<file path="config.mk">
export PLATFORM = sky130hd
export DESIGN_NAME = servo_pwm_gen
export DESIGN_NICKNAME = d
export VERILOG_FILES = /design/src/rtl/servo_pwm_gen.sv
export SDC_FILE = /design/constraint.sdc
export NUM_CORES = 1
export LEC_CHECK = 0
export ABC_CLOCK_PERIOD_IN_PS = 8050
export CAP_MARGIN = 15
export CORE_MARGIN = 3
export CORE_UTILIZATION = 35
export CTS_CLUSTER_DIAMETER = 150
export DETAILED_ROUTE_END_ITERATION = 10
export PLACE_DENSITY_LB_ADDON = 0.2
export SYNTH_ARGS = -nofsm -noshare
export SYNTH_HDL_FRONTEND = slang
export SYNTH_SLANG_ARGS = --single-unit
</file>
<file path="constraint.sdc">
create_clock -name clk -period 8.05 [get_ports clk]
set_input_delay 1.2075 -clock clk [delete_from_list [all_inputs] [get_ports clk]]
set_output_delay 1.2075 -clock clk [all_outputs]
set_load 0.05 [all_outputs]
</file>
<file path="src/rtl/servo_pwm_gen.sv">
// Hobby-servo PWM generator: 8-bit angle in, one pulse per frame out, angle latched at frame boundaries.
// Optional slew limiting of the applied angle is enabled by defining SERVO_SLEW_EN.
module servo_pwm_gen #(
  parameter int unsigned CLK_FREQ     = 12_000_000,
  parameter int unsigned PWM_FREQ     = 50,
  parameter int unsigned MIN_PULSE_US = 500,
  parameter int unsigned MAX_PULSE_US = 2500,
  parameter int unsigned MAX_ANGLE    = 180,
  parameter int unsigned RESET_ANGLE  = 90,
  parameter int unsigned SLEW_STEP    = 2
) (
  input  logic       clk,
  input  logic       rst,
  input  logic       en,
  input  logic [7:0] target_angle,
  output logic       pwm_out,
  output logic       frame_start,
  output logic [7:0] cur_angle,
  output logic       at_target
);

  localparam int unsigned ANG_W        = 8;
  localparam int unsigned PROD_W       = 16;
  localparam int unsigned FRAME_TICKS  = CLK_FREQ / PWM_FREQ;
  localparam int unsigned TICKS_PER_MS = CLK_FREQ / 1000;
  localparam int unsigned MIN_TICKS    = TICKS_PER_MS * MIN_PULSE_US / 1000;
  localparam int unsigned MAX_TICKS    = TICKS_PER_MS * MAX_PULSE_US / 1000;
  localparam int unsigned DEG_TICKS    = (MAX_TICKS - MIN_TICKS) / MAX_ANGLE;
  localparam int unsigned CNT_W        = $clog2(FRAME_TICKS);
  localparam int unsigned RESET_TICKS  = MIN_TICKS + RESET_ANGLE * DEG_TICKS;

  // Largest angle change allowed per frame; a step spanning the whole range means "jump".
`ifdef SERVO_SLEW_EN
  localparam int unsigned STEP = SLEW_STEP;
`else
  localparam int unsigned STEP = (SLEW_STEP > MAX_ANGLE) ? SLEW_STEP : MAX_ANGLE;
`endif

  typedef enum logic [1:0] {IDLE, HIGH, LOW} state_t;

  state_t             state, state_nxt;
  logic [CNT_W-1:0]   frame_cnt;
  logic [CNT_W-1:0]   pulse_ticks;
  logic               boundary_c;
  logic               pwm_nxt;
  logic [ANG_W-1:0]   tgt_c;
  logic [ANG_W-1:0]   next_angle_c;
  logic [PROD_W-1:0]  prod_c;
  logic [CNT_W-1:0]   pulse_nxt_c;

  assign boundary_c = (frame_cnt == CNT_W'(FRAME_TICKS - 1));
  assign tgt_c      = (target_angle > ANG_W'(MAX_ANGLE)) ? ANG_W'(MAX_ANGLE) : target_angle;

  // Move toward the target by at most STEP; distances are compared before subtracting.
  always_comb begin
    next_angle_c = tgt_c;
    if (tgt_c > cur_angle) begin
      if ((tgt_c - cur_angle) > ANG_W'(STEP)) next_angle_c = cur_angle + ANG_W'(STEP);
    end else if (tgt_c < cur_angle) begin
      if ((cur_angle - tgt_c) > ANG_W'(STEP)) next_angle_c = cur_angle - ANG_W'(STEP);
    end
  end

  assign prod_c      = PROD_W'(next_angle_c) * PROD_W'(DEG_TICKS);
  assign pulse_nxt_c = CNT_W'(MIN_TICKS) + CNT_W'(prod_c);

  // Free-running frame counter and first-cycle strobe.
  always_ff @(posedge clk or posedge rst) begin
    if (rst) begin
      frame_cnt   <= '0;
      frame_start <= 1'b0;
    end else begin
      frame_cnt   <= boundary_c ? '0 : frame_cnt + CNT_W'(1);
      frame_start <= boundary_c;
    end
  end

  // Angle and pulse width are only refreshed as the counter wraps.
  always_ff @(posedge clk or posedge rst) begin
    if (rst) begin
      cur_angle   <= ANG_W'(RESET_ANGLE);
      pulse_ticks <= CNT_W'(RESET_TICKS);
      at_target   <= 1'b0;
    end else if (boundary_c) begin
      cur_angle   <= next_angle_c;
      pulse_ticks <= pulse_nxt_c;
      at_target   <= (next_angle_c == tgt_c);
    end
  end

  always_ff @(posedge clk or posedge rst) begin
    if (rst) begin
      state   <= IDLE;
      pwm_out <= 1'b0;
    end else begin
      state   <= state_nxt;
      pwm_out <= pwm_nxt;
    end
  end

  // en is only consulted at the boundary so a started pulse always completes.
  always_comb begin
    state_nxt = state;
    pwm_nxt   = 1'b0;
    case (state)
      IDLE: if (boundary_c && en) state_nxt = HIGH;
      HIGH: begin
        if (frame_cnt < pulse_ticks) pwm_nxt = 1'b1;
        else                         state_nxt = LOW;
      end
      LOW:  if (boundary_c) state_nxt = en ? HIGH : IDLE;
      default: state_nxt = IDLE;
    endcase
  end

endmodule

</file>
### Yosys cells after proc, flatten, opt, wreduce, memory -nomap -nowiden

Cells that the tools add are included.
Widths: inputs -> output; s select.

* bits in registers: 49
* input port bits: 11
* word-level logic and storage cells: 43

* add/sub/neg operators: 6
* $mul: 1
* $lt $le $gt $ge: 6
* equal/unequal tests: 7
* muxes and demuxes: 13
* reduce and logical (&&, ||, !) cells: 3

Operators by type and width (count)
* $mux 8: 5
* $gt 8x8->1 const B: 3
* $add 18x1->18 const B: 1
* $eq 18x18->1 const B: 1
* $lt 18x18->1: 1
* $mux 18: 1
* $add 13x16->17 const A: 1
* $mul 8x8->16 const B: 1
* $sub 8x8->8: 2
* $add 8x8->8 const B: 1
* $eq 8x8->1: 1
* $gt 8x8->1: 1
* $lt 8x8->1: 1
* $sub 8x8->8 const B: 1
* $mux 2: 3
* $ne 2x2->1 const B: 3
* $pmux 2 s3: 1
* $mux 1: 3
* $reduce_and 3->1: 1
* $eq 2x1->1 const B: 1
* $eq 2x2->1 const B: 1
* $logic_not 2->1: 1
* $logic_and 1x1->1: 1

### Logic depth before layout (Yosys ltp)

Gate-level depths: netlist of run 1.

* word-level depth: 9
* depth in mapped cells: 31
* mapped depth without buffers: 29

### Least setup slack after synthesis of run 1

No wires, ideal clock.

* kind: input to register
* start point: in target_angle[5]
* end point: reg pulse_ticks[15]
* setup time: 0.135 ns
* data arrival time: 7.043 ns
* required time: 7.915 ns
* setup slack: 0.872 ns
* stages: 27
* buffers on the path: 1
* cell sequence: and2_1 a21o_1 a21oi_1 inv_1 ha_1 and2_4 buf_6 a31o_1 or4_4 and3_4 o41ai_2 nand3_1 mux2i_1 mux2i_1 inv_1 ha_1 ha_1 fa_1 ha_1 a21oi_1 o21ai_0 a211oi_1 o311ai_0 a21o_1 a21oi_1 xor2_1 o21ai_0

* longest elaborated chain between the ends: 9

Ends and longest elaborated chain
* start: declaration: RTL line 15 `input logic [7:0] target_angle,`
* $gt 8x8->1: RTL line 52 `assign tgt_c = (target_angle > ANG_W'(MAX_ANGLE)) ? ANG_W'(MAX_ANGLE) : target_angle;`
* $mux 8 *: RTL line 52
* $sub 8x8->8: RTL line 60 `if ((cur_angle - tgt_c) > ANG_W'(STEP)) next_angle_c = cur_angle - ANG_W'(STEP);`
* $gt 8x8->1: RTL line 60
* $mux 8: RTL line 60
* $mux 8: RTL line 59 `end else if (tgt_c < cur_angle) begin`
* $mux 8 *: RTL line 57 `if (tgt_c > cur_angle) begin`
* net next_angle_c[5]: RTL line 47 `logic [ANG_W-1:0] next_angle_c;`
* $mul 8x8->16 *: RTL line 64 `assign prod_c = PROD_W'(next_angle_c) * PROD_W'(DEG_TICKS);`
* $add 13x16->17 *: RTL line 65 `assign pulse_nxt_c = CNT_W'(MIN_TICKS) + CNT_W'(prod_c);`
* end signal: assignment: RTL line 82 `pulse_ticks <= CNT_W'(RESET_TICKS);`
* end signal: assignment: RTL line 86 `pulse_ticks <= pulse_nxt_c;`
* end: declaration: RTL line 43 `logic [CNT_W-1:0] pulse_ticks;`

Mark *: on every way through the listed nets, which the timed path passes. The rest lies on a longest branch.
A chain may end at the register's enable or synchronous reset.

### Final worst setup path of run 1

Same ends and word-level chain as after synthesis.

==> results of run 1 <==
layer usage:
layer  track usage [%]  wire length [µm]
met5                 0                 0
met4             2.762                76
met3             1.777               291
met2             22.69              4648
met1             23.62              5692
power by group through the flow:
stage	clock network, mW	registers, mW	logic, mW
4_1_cts	0.244	0.236	0.542
2_1_floorplan	0	0.239	0.411
6_report	0.238	0.236	0.558
3_5_place_dp	0	0.240	0.535
3_3_place_gp	0	0.240	0.534
5_1_grt	0.255	0.236	0.638
repair_timing:
action                     in CTS  in global routing
gates resized for setup         0                 10
setup buffers                   0                  3
setup endpoints to repair       0                  5
layout by cell type (no fill, tap or decap), types with 8 or more instances in the layout:
cell | synthesis | layout
and2_1 | 8 | 8
clkdlybuf4s50_1 | 0 | 21
nor2_1 | 32 | 32
dfstp_2 | 9 | 9
a21o_1 | 9 | 9
nand2_1 | 35 | 35
ha_1 | 70 | 70
o21ai_0 | 29 | 26
xor2_1 | 15 | 15
mux2i_1 | 12 | 12
dfrtp_1 | 37 | 37
nand3_1 | 19 | 18
buf_4 | 5 | 18
inv_1 | 62 | 61
xnor2_1 | 27 | 27
a21oi_1 | 23 | 23
path summary, 6_finish.rpt:
| kind | start | to | slack (ps) | depth (start not counted) |
|---|---|---|---|---|
| max | target_angle[5] | pulse_ticks[15] | 400 | 29 |
| min | state[1] | pwm_out | 470 | 1 |
| max reg2reg | cur_angle[2] | pulse_ticks[15] | 1770 | 25 |
| min reg2reg | state[1] | pwm_out | 470 | 1 |
| max in group asynchronous | rst | pulse_ticks[2] | 5940 | 2 |
| min in group asynchronous | rst | frame_cnt[0] | 1480 | 2 |
through the flow:
step,setup WS [ps],setup TNS (ps)
floorplan,872.3,0
global placement,-1.208,-1.208
detailed placement,-9.119,-25.08
CTS,259.3,0
global route,-4.549,-4.549
finish,399.0,0
flip-flops by register name, indices dropped and copies added, names as in the netlist:
name,cells
frame_cnt,18
state,2
pwm_out,1
frame_start,1
cur_angle,8
pulse_ticks,15
at_target,1
logic make-up (layout without fill, tap and decap cells):
| group | count (synthesis) | after routing | synth area share, % |
|---|---|---|---|
| flops | 46 | 46 | 25.43 |
| buf+inv | 81 | 111 | 7.281 |
| xor+xnor | 42 | 42 | 8.048 |
| simple gates | 149 | 149 | 16.92 |
| fa+ha+maj | 75 | 75 | 21.35 |
| mux | 16 | 16 | 3.696 |
| compound gates | 116 | 116 | 17.27 |
final cells by class:
class / instances / area share [%]
multi-input cells: 398 / 59.15
flip-flops and latches: 46 / 22.13
clock inverters: 2 / 0.7146
inverters: 63 / 4.502
well taps: 172 / 4.097
clock buffers: 6 / 2.454
repair buffers: 40 / 6.956
==> results.md, run 1 <==
- Critical path class: in -> reg
- Die Ht: approximately 120 µm
- Lkg Pwr: 2.639 nW
- Vias in the first global route: approximately 3600
- Status: complete, no violations
- Clock share of power: between 20% and 30%
- Core region area: around 0.013 mm²
- Synth area leaders: dfrtp_1 20%, ha_1 19%, dfstp_2 5.2%, xnor2_1 5.2%, inv_1 5.1%
- CP peak stage delay: around 530 ps
- Total track usage: 15.16%
- Post-Syn Area: 0.004571 mm²
- Maximum root-to-sink buffer count: 2
- Pre-antenna DRT Iters: 4
- Reg area: approximately 0.0012 mm²
- Grt total ovfl: 0
- Yosys cell types: 71
- H-tree depth: 2
- Final setup vio count: 0
- Buf/Inv on CP: 6
- Post-DP Area: 0.005039 mm²
- Max-slew violations: 0
- Via count: 3711
- Num rows: 41
- Detailed placement HPWL: ~8400 µm
- Fin Hold WS: between 400 and 500 ps
- Tcrit/Tclk final: 95.04%
- Sw power: around 0.40 mW
- IO buf count: 21
- Ys flop type: dfrtp_1
- Most common cell in the netlist: ha_1
- Ys Warns: 0
- Power share of the sequential group: between 20% and 30%
- Placed cell count: between 700 and 800
- Max Cap Viol: 0
- Fin. Hold Viols: 0
- Largest net degree at the start of global routing: 47
- Clk root buf: clkbuf_16
- Setup crit end kind: register
- Fraction of layout cells with a size suffix above 1: roughly a tenth
- Num Clock Sinks: 46
- Min Tclk post-route: approximately 7700 ps
- Final #Nets: between 600 and 700
- Post-synth EDFFs: 0
- Worst-path clk slew: 70 ps
- Multi-input gate area: just over 0.003 mm²
- Avg Cell Area, Syn: 8.706 µm²
- Switch share: 38.90%
- Leading area contributor after synthesis: dfrtp_1
- DRT iter0 DRCs: about 160
- Per-cell routed wire length: 14.73 µm
- Die W: ~120 µm
- Final Total Pwr: 1.031 mW
- CTS Buf Count: 5
- Rel. slew slack: 33.22%
- Final Skew: 7.309 ps
- Int Pwr: 0.6301 mW
- Synth top cells by count: 70 x ha_1, 62 x inv_1, 37 x dfrtp_1
- Post-route cell area: between 0.005 and 0.006 mm²
- Top Ports: 22
- Antenna violations before repair: 0
- Critical path arrival: 7860 ps
- Final non-filler cell total: about 730
- Worst-path fanout max: 6
- Power Density: slightly below 200 mW/mm²
- Crit path max-delay family: compound AO/OA/AOI/OAI gates
- CTS Hold Buffers Added: 0
- Final wirelength: between 10000 and 15000 µm
- CTS tree: built
- Fin util: between 40% and 50%
- Worst path slowest cell: fa_1
- FMAX: roughly 130 MHz
- Antenna fix cells: 0
- Die area: about 0.014 mm²
- WP data required: 8260 ps
- Combinational share of power: 54.1%
- Worst vdd ir: between 0.0001 and 0.00015 V
- FFs w/ async S/R, synth: 100.0%
- Vias per cell: approximately 5.1
- CP Launch Type: input port
- Synthesized instance count: about 530
- Worst slew pin tran: around 1000 ps
- ANT nets after route: 0
- HP Class: reg -> reg
- Sequential area share after synthesis: 25.43%
- Worst skew pair latency: 290 ps
- Initial Utilization: 36.07%
- Syn nets: between 600 and 700
- Layout Area Growth over Synthesis: 14.92%
- GPL Wtd Cong: between 0.8 and 0.9
- Fill cells: ~1300
- Residual DRC: 0
- Yosys top cell area share: approximately a fifth
- Flops & latches, synth: 46
- First-pass GRT wire length: 18020 µm
No activity file was read; power rests on OpenSTA's default activity.
==> run 2: changes to the inputs <==
--- a/config.mk
+++ b/config.mk
@@ -5,7 +5,7 @@
 export SDC_FILE = /design/constraint.sdc
 export NUM_CORES = 1
 export LEC_CHECK = 0
-export ABC_CLOCK_PERIOD_IN_PS = 8050
+export ABC_CLOCK_PERIOD_IN_PS = 8400
 export CAP_MARGIN = 15
 export CORE_MARGIN = 3
 export CORE_UTILIZATION = 35
==> constraint.sdc (replaced) <==
create_clock -name clk -period 8.4 [get_ports clk]
set_input_delay 1.26 -clock clk [delete_from_list [all_inputs] [get_ports clk]]
set_output_delay 1.26 -clock clk [all_outputs]
set_load 0.05 [all_outputs]
==> results.md, run 2 (synthesis gave the netlist of run 1 again) <==
- Status: complete, no violations
- Fraction of layout cells with a size suffix above 1: 9.455% (-1.0 points)
- Final Total Pwr: 0.9697 mW (-6.0%)
- Grt total ovfl: 0 (unchanged)
- H-tree depth: 2 (unchanged)
- Most frequent cells in the layout: 70 x ha_1, 61 x inv_1, 37 x dfrtp_1
- Setup_tns: 0 ps (unchanged)
- Final wirelength: 10800 µm (+0.85%)
- Switch share: 39.00% (+0.094 points)
- Fin Hold WS: 468.8 ps (-0.9510 ps)
- Clock share of power: 23.7% (+0.6 points)
- Commonest non-fill, non-tap cell in the layout: ha_1
- Rel. slew slack: 33.21% (about the same)
- Worst slew pin tran: 1000 ps (+0.06339 ps)
- FMAX: 126.9 MHz
- Antenna violations before repair: 0 (unchanged)
- Vias in the first global route: 3597 (+1.2%)
- Final #Nets: 635 (-0.78%)
- Residual DRC: 0 (unchanged)
- IO buf count: 21 (unchanged)
- Maximum root-to-sink buffer count: 2 (unchanged)
- Worst skew pair latency: 290 ps (about the same)
- Fill cells: 1313 (+1.1%)
- CTS tree: built
- Pre-antenna DRT Iters: 4 (unchanged)
- Max FFs per register: 18 (unchanged)
- Largest regs: frame_cnt x18, pulse_ticks x15, cur_angle x8
- Combinational share of power: 53.0% (-1.1 points)
- Setup ws final: 518.5 ps (+119.5 ps)
- Power share of the sequential group: 23.3% (+0.4 points)
- Max-slew violations: 0 (unchanged)
- Reg with most FFs: frame_cnt
- RSZ-0062 raised after global routing: false
- Buf/Inv on CP: 5 (-1)
- ANT nets after route: 0 (unchanged)
- Core region area: 0.01267 mm² (unchanged)
- WP data required: 8610 ps (+350 ps)
- Setup crit end kind: register
- Min Tclk post-route: slightly below 8000 ps
- Via count: 3688 (-0.62%)
- Fin. Hold Viols: 0 (unchanged)
- Die area: 0.01447 mm² (unchanged)
- Worst-path clk slew: 70 ps (about the same)
- Die W: 120.3 µm (unchanged)
- Crit path max-delay family: compound AO/OA/AOI/OAI gates
- HP Class: reg -> reg
- First-pass GRT wire length: 18100 µm (+0.46%)
- CP Launch Type: input port
- Max Cap Viol: 0 (unchanged)
- Vias per cell: 5.108 (about the same)
- Worst-path fanout max: 6 (unchanged)
- Sw power: 0.3782 mW (-5.8%)
- Final Skew: 6.273 ps (-1.036 ps)
- Largest net degree at the start of global routing: 47 (unchanged)
- Clk root buf: clkbuf_16
- Most common cell on crit path: ha_1
- Int Pwr: 0.5915 mW (-6.1%)
- Multi-input gate area: 0.003110 mm² (+0.12%)
- Antenna fix cells: 0 (unchanged)
- Total track usage: 15.22% (+0.057 points)
- DRT iter0 DRCs: 219 (+39%)
- Worst path slowest cell: o311ai_0
- Final setup vio count: 0 (unchanged)
- Tcrit/Tclk final: between 90% and 100%
- Reg area: 0.001162 mm² (unchanged)
- Pre-CTS setup slack: 128.5 ps (+137.6 ps)
- CTS Buf Count: 5 (unchanged)
- Initial Utilization: 36.07% (unchanged)
- Num Clock Sinks: 46 (unchanged)
- Per-cell routed wire length: 14.96 µm (+1.5%)
- GPL Wtd Cong: 0.8566 (-4.0%)
- Detailed placement HPWL: 8458 µm (+0.49%)
- CP peak stage delay: 540 ps (about the same)
- Levels on crit path: 29 (unchanged)
- Num rows: 41 (unchanged)
- Critical path class: in -> reg
- R2R cell count: 25 (unchanged)
- Top Ports: 22 (unchanged)
- Critical path arrival: 8100 ps (+240 ps)
- Worst vdd ir: 0.0001272 V (-8.7%)
- Lkg Pwr: 2.610 nW (-1.1%)
- Die Ht: 120.3 µm (unchanged)
- Power Density: 186.2 mW/mm² (-5.1%)
- Hold Crit Depth: 1 (unchanged)
- Layout Area Growth over Synthesis: 13.91%
## run 2: final timing paths
check / start / slack [ps] / endpoint
worst min register to register: state[1] / 470 / pwm_out
max in group asynchronous: rst / 6240 / frame_cnt[14]
worst min-delay path: state[1] / 470 / pwm_out
worst max register to register: cur_angle[2] / 1980 / pulse_ticks[15]
min in group asynchronous: rst / 1550 / cur_angle[0]
worst max-delay path: target_angle[5] / 520 / pulse_ticks[15]
## run 2: routing by layer
metal | GRT usage (%) | vias up | part of all wire (%)
li1 | - | 1868 | -
met1 | 22.57 | 1767 | 52
met2 | 23.99 | 47 | 45
met3 | 1.684 | 6 | 2.3
met4 | 3.187 | 0 | 0.90
met5 | 0 | - | 0
## run 2: power groups by stage
stage	sequential, mW	clock (mW)	combinational (mW)
floorplan	0.229	0	0.394
global placement	0.230	0	0.499
detailed placement	0.230	0	0.501
CTS	0.226	0.238	0.509
global route	0.226	0.250	0.593
finish	0.226	0.230	0.514
## run 2: metrics by stage
| step | utilization, % | area (µm²) | instances |
|---|---|---|---|
| 2_1_floorplan | - | 4571 | 525 |
| 3_3_place_gp | 39.49 | 5004 | 713 |
| 3_5_place_dp | 39.49 | 5004 | 713 |
| 4_1_cts | 40.80 | 5170 | 721 |
| 5_1_grt | 41.09 | 5206 | 722 |
| 6_report | 41.09 | 5206 | 722 |
## run 2: area by class of cell
| cell class | instances | area share, % |
|---|---|---|
| multi-input cells | 398 | 59.75 |
| flip-flops and latches | 46 | 22.33 |
| repair buffers | 35 | 6.056 |
| inverters | 63 | 4.542 |
| well taps | 172 | 4.134 |
| clock buffers | 6 | 2.475 |
| clock inverters | 2 | 0.7210 |
## run 2: repair_timing
item | in CTS | in global routing
hold buffers | 0 | 0
setup endpoints to repair | 0 | 4
gates resized for setup | 0 | 6
buffers inserted | 0 | 1
endpoints found under the hold margin | 0 | 0
